==> src/rtl/lc3b_types.sv <==
// Shared SLC-3 types: datapath word, SRAM arbiter state, port select and transfer payload.
package lc3b_types;

  localparam int unsigned WORD_W = 16;

  typedef logic [WORD_W-1:0] lc3b_word;

  typedef enum logic [1:0] {
    IDLE   = 2'd0,
    ACCESS = 2'd1,
    DONE   = 2'd2
  } mem_arb_state;

  typedef enum logic {
    PORT_CPU = 1'b0,
    PORT_DBG = 1'b1
  } mem_arb_port;

  // One SRAM transfer as latched at grant time.
  typedef struct packed {
    logic     we;
    lc3b_word addr;
    lc3b_word wdata;
  } mem_arb_xfer;

endpackage

==> src/rtl/mem_arb_pick.sv <==
// Combinational two-way winner select; a tie goes to the port not granted last.
module mem_arb_pick
  import lc3b_types::*;
(
  input  logic        cpu_req,
  input  logic        dbg_req,
  input  mem_arb_port last,
  output logic        any_c,
  output mem_arb_port winner_c
);

  always_comb begin
    any_c    = cpu_req | dbg_req;
    winner_c = PORT_CPU;
    if (cpu_req && dbg_req) begin
      winner_c = (last == PORT_DBG) ? PORT_CPU : PORT_DBG;
    end else if (dbg_req) begin
      winner_c = PORT_DBG;
    end
  end

endmodule

==> src/rtl/mem_arbiter.sv <==
// CPU/DBG arbiter and fixed-length access sequencer for the shared asynchronous SRAM.
// Define MEM_ARB_RR_EN for round-robin tie breaking; otherwise the CPU always wins ties.
module mem_arbiter
  import lc3b_types::*;
#(
  parameter int unsigned ACCESS_CYCLES = 2
) (
  input  logic              Clk,
  input  logic              Reset,
  input  logic              cpu_req,
  input  logic              cpu_we,
  input  logic [WORD_W-1:0] cpu_addr,
  input  logic [WORD_W-1:0] cpu_wdata,
  output logic [WORD_W-1:0] cpu_rdata,
  output logic              cpu_ack,
  input  logic              dbg_req,
  input  logic              dbg_we,
  input  logic [WORD_W-1:0] dbg_addr,
  input  logic [WORD_W-1:0] dbg_wdata,
  output logic [WORD_W-1:0] dbg_rdata,
  output logic              dbg_ack,
  output logic              grant_dbg,
  output logic [WORD_W-1:0] mem_addr,
  output logic [WORD_W-1:0] mem_wdata,
  output logic              mem_data_oe,
  input  logic [WORD_W-1:0] mem_rdata,
  output logic              Mem_CE,
  output logic              Mem_UB,
  output logic              Mem_LB,
  output logic              Mem_OE,
  output logic              Mem_WE
);

  localparam int unsigned       CNT_W    = 4;
  localparam logic [CNT_W-1:0]  CNT_LOAD = CNT_W'(ACCESS_CYCLES - 1);

  mem_arb_state      state, state_nxt;
  logic [CNT_W-1:0]  cnt, cnt_nxt;
  mem_arb_xfer       xfer, xfer_nxt;
  mem_arb_port       port, port_nxt;
  lc3b_word          cpu_rdata_nxt, dbg_rdata_nxt;
  logic              ce_nxt, oe_nxt, we_nxt, data_oe_nxt, cpu_ack_nxt, dbg_ack_nxt;
  logic              any_c;
  mem_arb_port       winner_c;

`ifdef MEM_ARB_RR_EN
  mem_arb_port       last, last_nxt;
`else
  mem_arb_port       last;
  assign last = PORT_DBG;
`endif

  mem_arb_pick u_pick (
    .cpu_req  (cpu_req),
    .dbg_req  (dbg_req),
    .last     (last),
    .any_c    (any_c),
    .winner_c (winner_c)
  );

  // State register, latched transfer, counter and registered outputs.
  always_ff @(posedge Clk) begin
    if (Reset) begin
      state       <= IDLE;
      cnt         <= '0;
      xfer        <= '0;
      port        <= PORT_CPU;
      cpu_rdata   <= '0;
      dbg_rdata   <= '0;
      Mem_CE      <= 1'b1;
      Mem_UB      <= 1'b1;
      Mem_LB      <= 1'b1;
      Mem_OE      <= 1'b1;
      Mem_WE      <= 1'b1;
      mem_data_oe <= 1'b0;
      cpu_ack     <= 1'b0;
      dbg_ack     <= 1'b0;
`ifdef MEM_ARB_RR_EN
      last        <= PORT_DBG;
`endif
    end else begin
      state       <= state_nxt;
      cnt         <= cnt_nxt;
      xfer        <= xfer_nxt;
      port        <= port_nxt;
      cpu_rdata   <= cpu_rdata_nxt;
      dbg_rdata   <= dbg_rdata_nxt;
      Mem_CE      <= ce_nxt;
      Mem_UB      <= ce_nxt;
      Mem_LB      <= ce_nxt;
      Mem_OE      <= oe_nxt;
      Mem_WE      <= we_nxt;
      mem_data_oe <= data_oe_nxt;
      cpu_ack     <= cpu_ack_nxt;
      dbg_ack     <= dbg_ack_nxt;
`ifdef MEM_ARB_RR_EN
      last        <= last_nxt;
`endif
    end
  end

  // Next state: grant in IDLE, count down the strobe window, capture read data on exit.
  always_comb begin
    state_nxt     = state;
    cnt_nxt       = cnt;
    xfer_nxt      = xfer;
    port_nxt      = port;
    cpu_rdata_nxt = cpu_rdata;
    dbg_rdata_nxt = dbg_rdata;
`ifdef MEM_ARB_RR_EN
    last_nxt      = last;
`endif
    case (state)
      IDLE: begin
        if (any_c) begin
          port_nxt = winner_c;
          if (winner_c == PORT_DBG) begin
            xfer_nxt = '{we: dbg_we, addr: dbg_addr, wdata: dbg_wdata};
          end else begin
            xfer_nxt = '{we: cpu_we, addr: cpu_addr, wdata: cpu_wdata};
          end
          cnt_nxt   = CNT_LOAD;
          state_nxt = ACCESS;
`ifdef MEM_ARB_RR_EN
          last_nxt  = winner_c;
`endif
        end
      end
      ACCESS: begin
        if (cnt == '0) begin
          state_nxt = DONE;
          if (!xfer.we) begin
            if (port == PORT_DBG) dbg_rdata_nxt = mem_rdata;
            else                  cpu_rdata_nxt = mem_rdata;
          end
        end else begin
          cnt_nxt = cnt - CNT_W'(1);
        end
      end
      DONE:    state_nxt = IDLE;
      default: state_nxt = IDLE;
    endcase
  end

  // Output decode from the next state so every strobe leaves a flop.
  always_comb begin
    ce_nxt      = 1'b1;
    oe_nxt      = 1'b1;
    we_nxt      = 1'b1;
    data_oe_nxt = 1'b0;
    cpu_ack_nxt = 1'b0;
    dbg_ack_nxt = 1'b0;
    case (state_nxt)
      ACCESS: begin
        ce_nxt      = 1'b0;
        oe_nxt      = xfer_nxt.we;
        we_nxt      = !xfer_nxt.we;
        data_oe_nxt = xfer_nxt.we;
      end
      DONE: begin
        data_oe_nxt = xfer_nxt.we;
        cpu_ack_nxt = (port_nxt == PORT_CPU);
        dbg_ack_nxt = (port_nxt == PORT_DBG);
      end
      default: ;
    endcase
  end

  assign mem_addr  = xfer.addr;
  assign mem_wdata = xfer.wdata;
  assign grant_dbg = (port == PORT_DBG);

endmodule

==> config.mk <==
export PLATFORM = sky130hd
export DESIGN_NAME = mem_arbiter
export DESIGN_NICKNAME = d
export VERILOG_FILES = /design/src/rtl/lc3b_types.sv /design/src/rtl/mem_arb_pick.sv /design/src/rtl/mem_arbiter.sv
export SDC_FILE = /design/constraint.sdc
export NUM_CORES = 1
export LEC_CHECK = 0
export CAP_MARGIN = 20
export CORE_MARGIN = 2
export CORE_UTILIZATION = 37
export DETAILED_ROUTE_END_ITERATION = 8
export PLACE_DENSITY = 0.78
export SLEW_MARGIN = 15
export SYNTH_ARGS = -nofsm -noshare
export SYNTH_HDL_FRONTEND = slang
export SYNTH_SLANG_ARGS = --single-unit
==> constraint.sdc <==
create_clock -name Clk -period 2 [get_ports Clk]
set_input_delay 0.5 -clock Clk [delete_from_list [all_inputs] [get_ports Clk]]
set_output_delay 0.5 -clock Clk [all_outputs]
set_load 0.05 [all_outputs]
==> out/metrics.json <==
{
  "outcome": {
    "run_status": "completed"
  },
  "setup_path": {
    "setup.worst_path.class": "flop to primary output",
    "critical_path_s_slowest_cell": "sky130_fd_sc_hd__clkdlybuf4s50_1",
    "crit_chain": "clkdlybuf4s50_1",
    "worst-endpoint-required_ps": 1500,
    "path_delay_family": "buffers and inverters",
    "worstSetupPathDepth": 1,
    "path_max_fanout": 2,
    "critical-path-max-stage-delay_ps": 800,
    "worst-endpoint-arrival_ps": 1450,
    "reg2reg_path_depth": 7,
    "crit_path_start_kind": "flop",
    "setup.worst_path.end_class": "primary output",
    "cp.buffers_inverters": 1
  },
  "synthesis": {
    "yosysUniqueCellTypes": 34,
    "synth-seq-cells": 78,
    "seq_area_frac_synth_pct": 45.6,
    "synthesis.instances": 387,
    "mappedNetlistNets": 476,
    "synthesis.yosys.warnings": 0,
    "synthesized_cell_area_sq_um": 3430,
    "syn-mean-instance-area_sq_um": 8.86
  },
  "flow_run": {
    "cap_violations": 0
  },
  "final_layout": {
    "fillers": 830,
    "number_of_nets_in_the_final_layout": 602,
    "post-route-util_pct": 55.6,
    "syn_to_final_growth_pct": 47.8,
    "antenna_cells_inserted": 0,
    "drive_gt1_share_pct": 16.6
  },
  "cts": {
    "worst_skew_pair_latency_ps": 340,
    "clock_tree_from_tritoncts": "yes",
    "cts_hold_repair.buffers": 0,
    "cts_root_buf": "sky130_fd_sc_hd__clkbuf_8",
    "cts_buffers": 9,
    "cts.repair_timing.setup_buffer_count": 0,
    "worst_setup_hold_path_clk_slew_ps": 80,
    "cts.sink_count": 78,
    "cts.path.max_buffers": 2,
    "h-tree-depth": 3,
    "ctsResizeCount": 20
  },
  "detailed_routing": {
    "drt-vias-per-instance": 4.83,
    "route.detailed.wl_per_inst_microns": 13.7,
    "route.antenna.remaining_nets": 0,
    "number_of_drc_markers_in_iteration_0": 94,
    "final_wl_microns": 8590,
    "count_of_unresolved_drc_violations_after_routing": 0,
    "drt_pre_antenna_iters": 4,
    "vias": 3033
  },
  "grt": {
    "grt_overflow_total": 0,
    "via_count_of_the_first_global_routing_pass": 2914,
    "grt_start_max_net_pins": 39,
    "antenna_found_initial": 0,
    "grt_pass1_wl_microns": 13400,
    "grt_usage_pct": 16.6
  },
  "pwr": {
    "power.share.combinational_pct": 32.3,
    "seq_power_share_pct": 43.3,
    "internal-power_uw": 2650,
    "powerDensity_nw_per_um2": 805,
    "ir_drop_uv": 365,
    "fin_total_pwr_uw": 4070,
    "p_sw_uw": 1430,
    "power.share.switching_pct": 35.1,
    "static-leakage-power_uw": 0.00243,
    "power.share.clock_pct": 24.4
  },
  "worst_hold_path": {
    "worstHoldPathType": "flop to flop",
    "hold-path-cell-count": 2
  },
  "floorplan": {
    "ports": 159,
    "placement_rows": 35,
    "die_area_sq_um": 10000,
    "floorplan.initialDensity_pct": 37.6,
    "overall_die_width_microns": 100,
    "die-height_microns": 100,
    "core_area_sq_um": 9110
  },
  "timing": {
    "fin_crit_ps": 1950,
    "final_max_slew_viol_count": 0,
    "timing.final.hold_violations": 0,
    "setup_viol": 0,
    "finClkSkew_ps": 9.66,
    "maxClockFrequency_ghz": 0.512,
    "timing.final.crit_share_pct": 97.6,
    "max-slew-margin-rel_pct": 64.5,
    "worst-slew-pin-transition_ps": 532,
    "grt_setup_unrepaired": "false"
  },
  "placement": {
    "detailedPlacementHpwl_microns": 6640,
    "gp_congestion": 0.857,
    "place.port_buffers": 158
  }
}
-- layout by cell type (no fill, tap or decap), types with 9 or more instances in the layout --
master / synthesis / final
sky130_fd_sc_hd__a22o_1: 20 / 20
sky130_fd_sc_hd__a21oi_1: 24 / 24
sky130_fd_sc_hd__clkbuf_8: 0 / 9
sky130_fd_sc_hd__o2bb2ai_1: 13 / 13
sky130_fd_sc_hd__dfxtp_1: 78 / 78
sky130_fd_sc_hd__dlymetal6s2s_1: 0 / 23
sky130_fd_sc_hd__buf_4: 34 / 36
sky130_fd_sc_hd__o21ai_0: 20 / 20
sky130_fd_sc_hd__nor2_1: 11 / 10
sky130_fd_sc_hd__dlygate4sd2_1: 0 / 20
sky130_fd_sc_hd__a21oi_2: 10 / 10
sky130_fd_sc_hd__nand2_1: 92 / 92
sky130_fd_sc_hd__mux2i_1: 13 / 13
sky130_fd_sc_hd__clkdlybuf4s50_1: 0 / 85
sky130_fd_sc_hd__nand2_2: 11 / 11
-- stage by stage --
stage | instance area [sq um] | TNS (ps) | hold slack [ps] | cells | worst slack, ps
global route | 5060 | 0 | 478 | 628 | 5.93
floorplan | 3430 | 0 | 434 | 387 | 46.8
CTS | 5000 | 0 | 460 | 628 | 0.170
detailed placement | 4860 | -20.6 | 449 | 613 | -20.6
finish | 5060 | 0 | 456 | 628 | 47.8
global placement | 4860 | 0 | 439 | 613 | 62.4
-- cells in the mapped netlist (all sizes together) --
cell type / n / area (sq um)
nand2: 103 / 414
nand3: 2 / 10.0
or3b: 1 / 8.76
ha: 3 / 37.5
nand3b: 1 / 7.51
a31oi: 1 / 6.26
o21a: 1 / 7.51
dfxtp: 78 / 1560
nor2: 11 / 41.3
mux2i: 13 / 130
or4: 2 / 15.0
buf: 43 / 344
or2: 2 / 12.5
inv: 5 / 18.8
a22o: 20 / 175
a21oi: 34 / 208
and3b: 1 / 8.76
nor3b: 3 / 22.5
nor3: 5 / 25.0
o2bb2ai: 13 / 114
nor2b: 2 / 12.5
nand2b: 3 / 18.8
a21o: 1 / 7.51
clkbuf: 14 / 52.6
a22oi: 1 / 7.51
xor2: 2 / 17.5
o21ai: 20 / 100
nor4: 2 / 42.5
-- power by group through the flow --
stage               registers, uW  logic (uW)  clock network [uW]
finish                       1760        1320                 995
global route                 1780        1400                1090
CTS                          1770        1330                1020
detailed placement           1800        1350                   0
global placement             1800        1330                   0
floorplan                    1930         781                   0
-- registers in the layout (all words and copies together), names as in the netlist --
register / cells
Mem_LB: 1
Mem_OE: 1
Mem_WE: 1
cnt: 4
cpu_ack: 1
cpu_rdata: 16
dbg_ack: 1
dbg_rdata: 16
grant_dbg: 1
mem_addr: 16
mem_data_oe: 1
mem_wdata: 16
state: 2
xfer: 1
-- worst paths after layout --
| path | from | end | slack, ps |
|---|---|---|---|
| worst min register to register | dbg_rdata[6] | dbg_rdata[6] | 460 |
| worst max register to register | cnt[0] | cpu_rdata[8] | 120 |
| worst min-delay path | dbg_rdata[6] | dbg_rdata[6] | 460 |
| worst max-delay path | cpu_rdata[14] | cpu_rdata[14] | 50 |
-- cell type report --
class	count	area [sq um]	area share, %
repair buffers	172	1720	34.0
clock buffers	10	128	2.52
inverters	5	18.8	0.371
multi-input cells	247	1460	28.8
well taps	111	139	2.74
clock inverters	5	36.3	0.717
flip-flops and latches	78	1560	30.8
-- metal layers --
metal | up-vias | track usage (%) | wire length [microns]
met5 | - | 0 | 0
met3 | 13 | 5.99 | 719
li1 | 1523 | - | -
met2 | 112 | 29.4 | 4180
met4 | 0 | 4.85 | 122
met1 | 1385 | 18.6 | 3560
-- cells by family after synthesis --
logic type	share of synthesized area [%]
AND/OR/NAND/NOR	18.7
AO/OA/AOI/OAI	18.3
flip-flops	45.6
buffers and inverters	12.1
multiplexers	3.80
adder cells (fa/ha/maj)	1.10
XOR/XNOR	0.511
(Power assumes the default switching activity.)
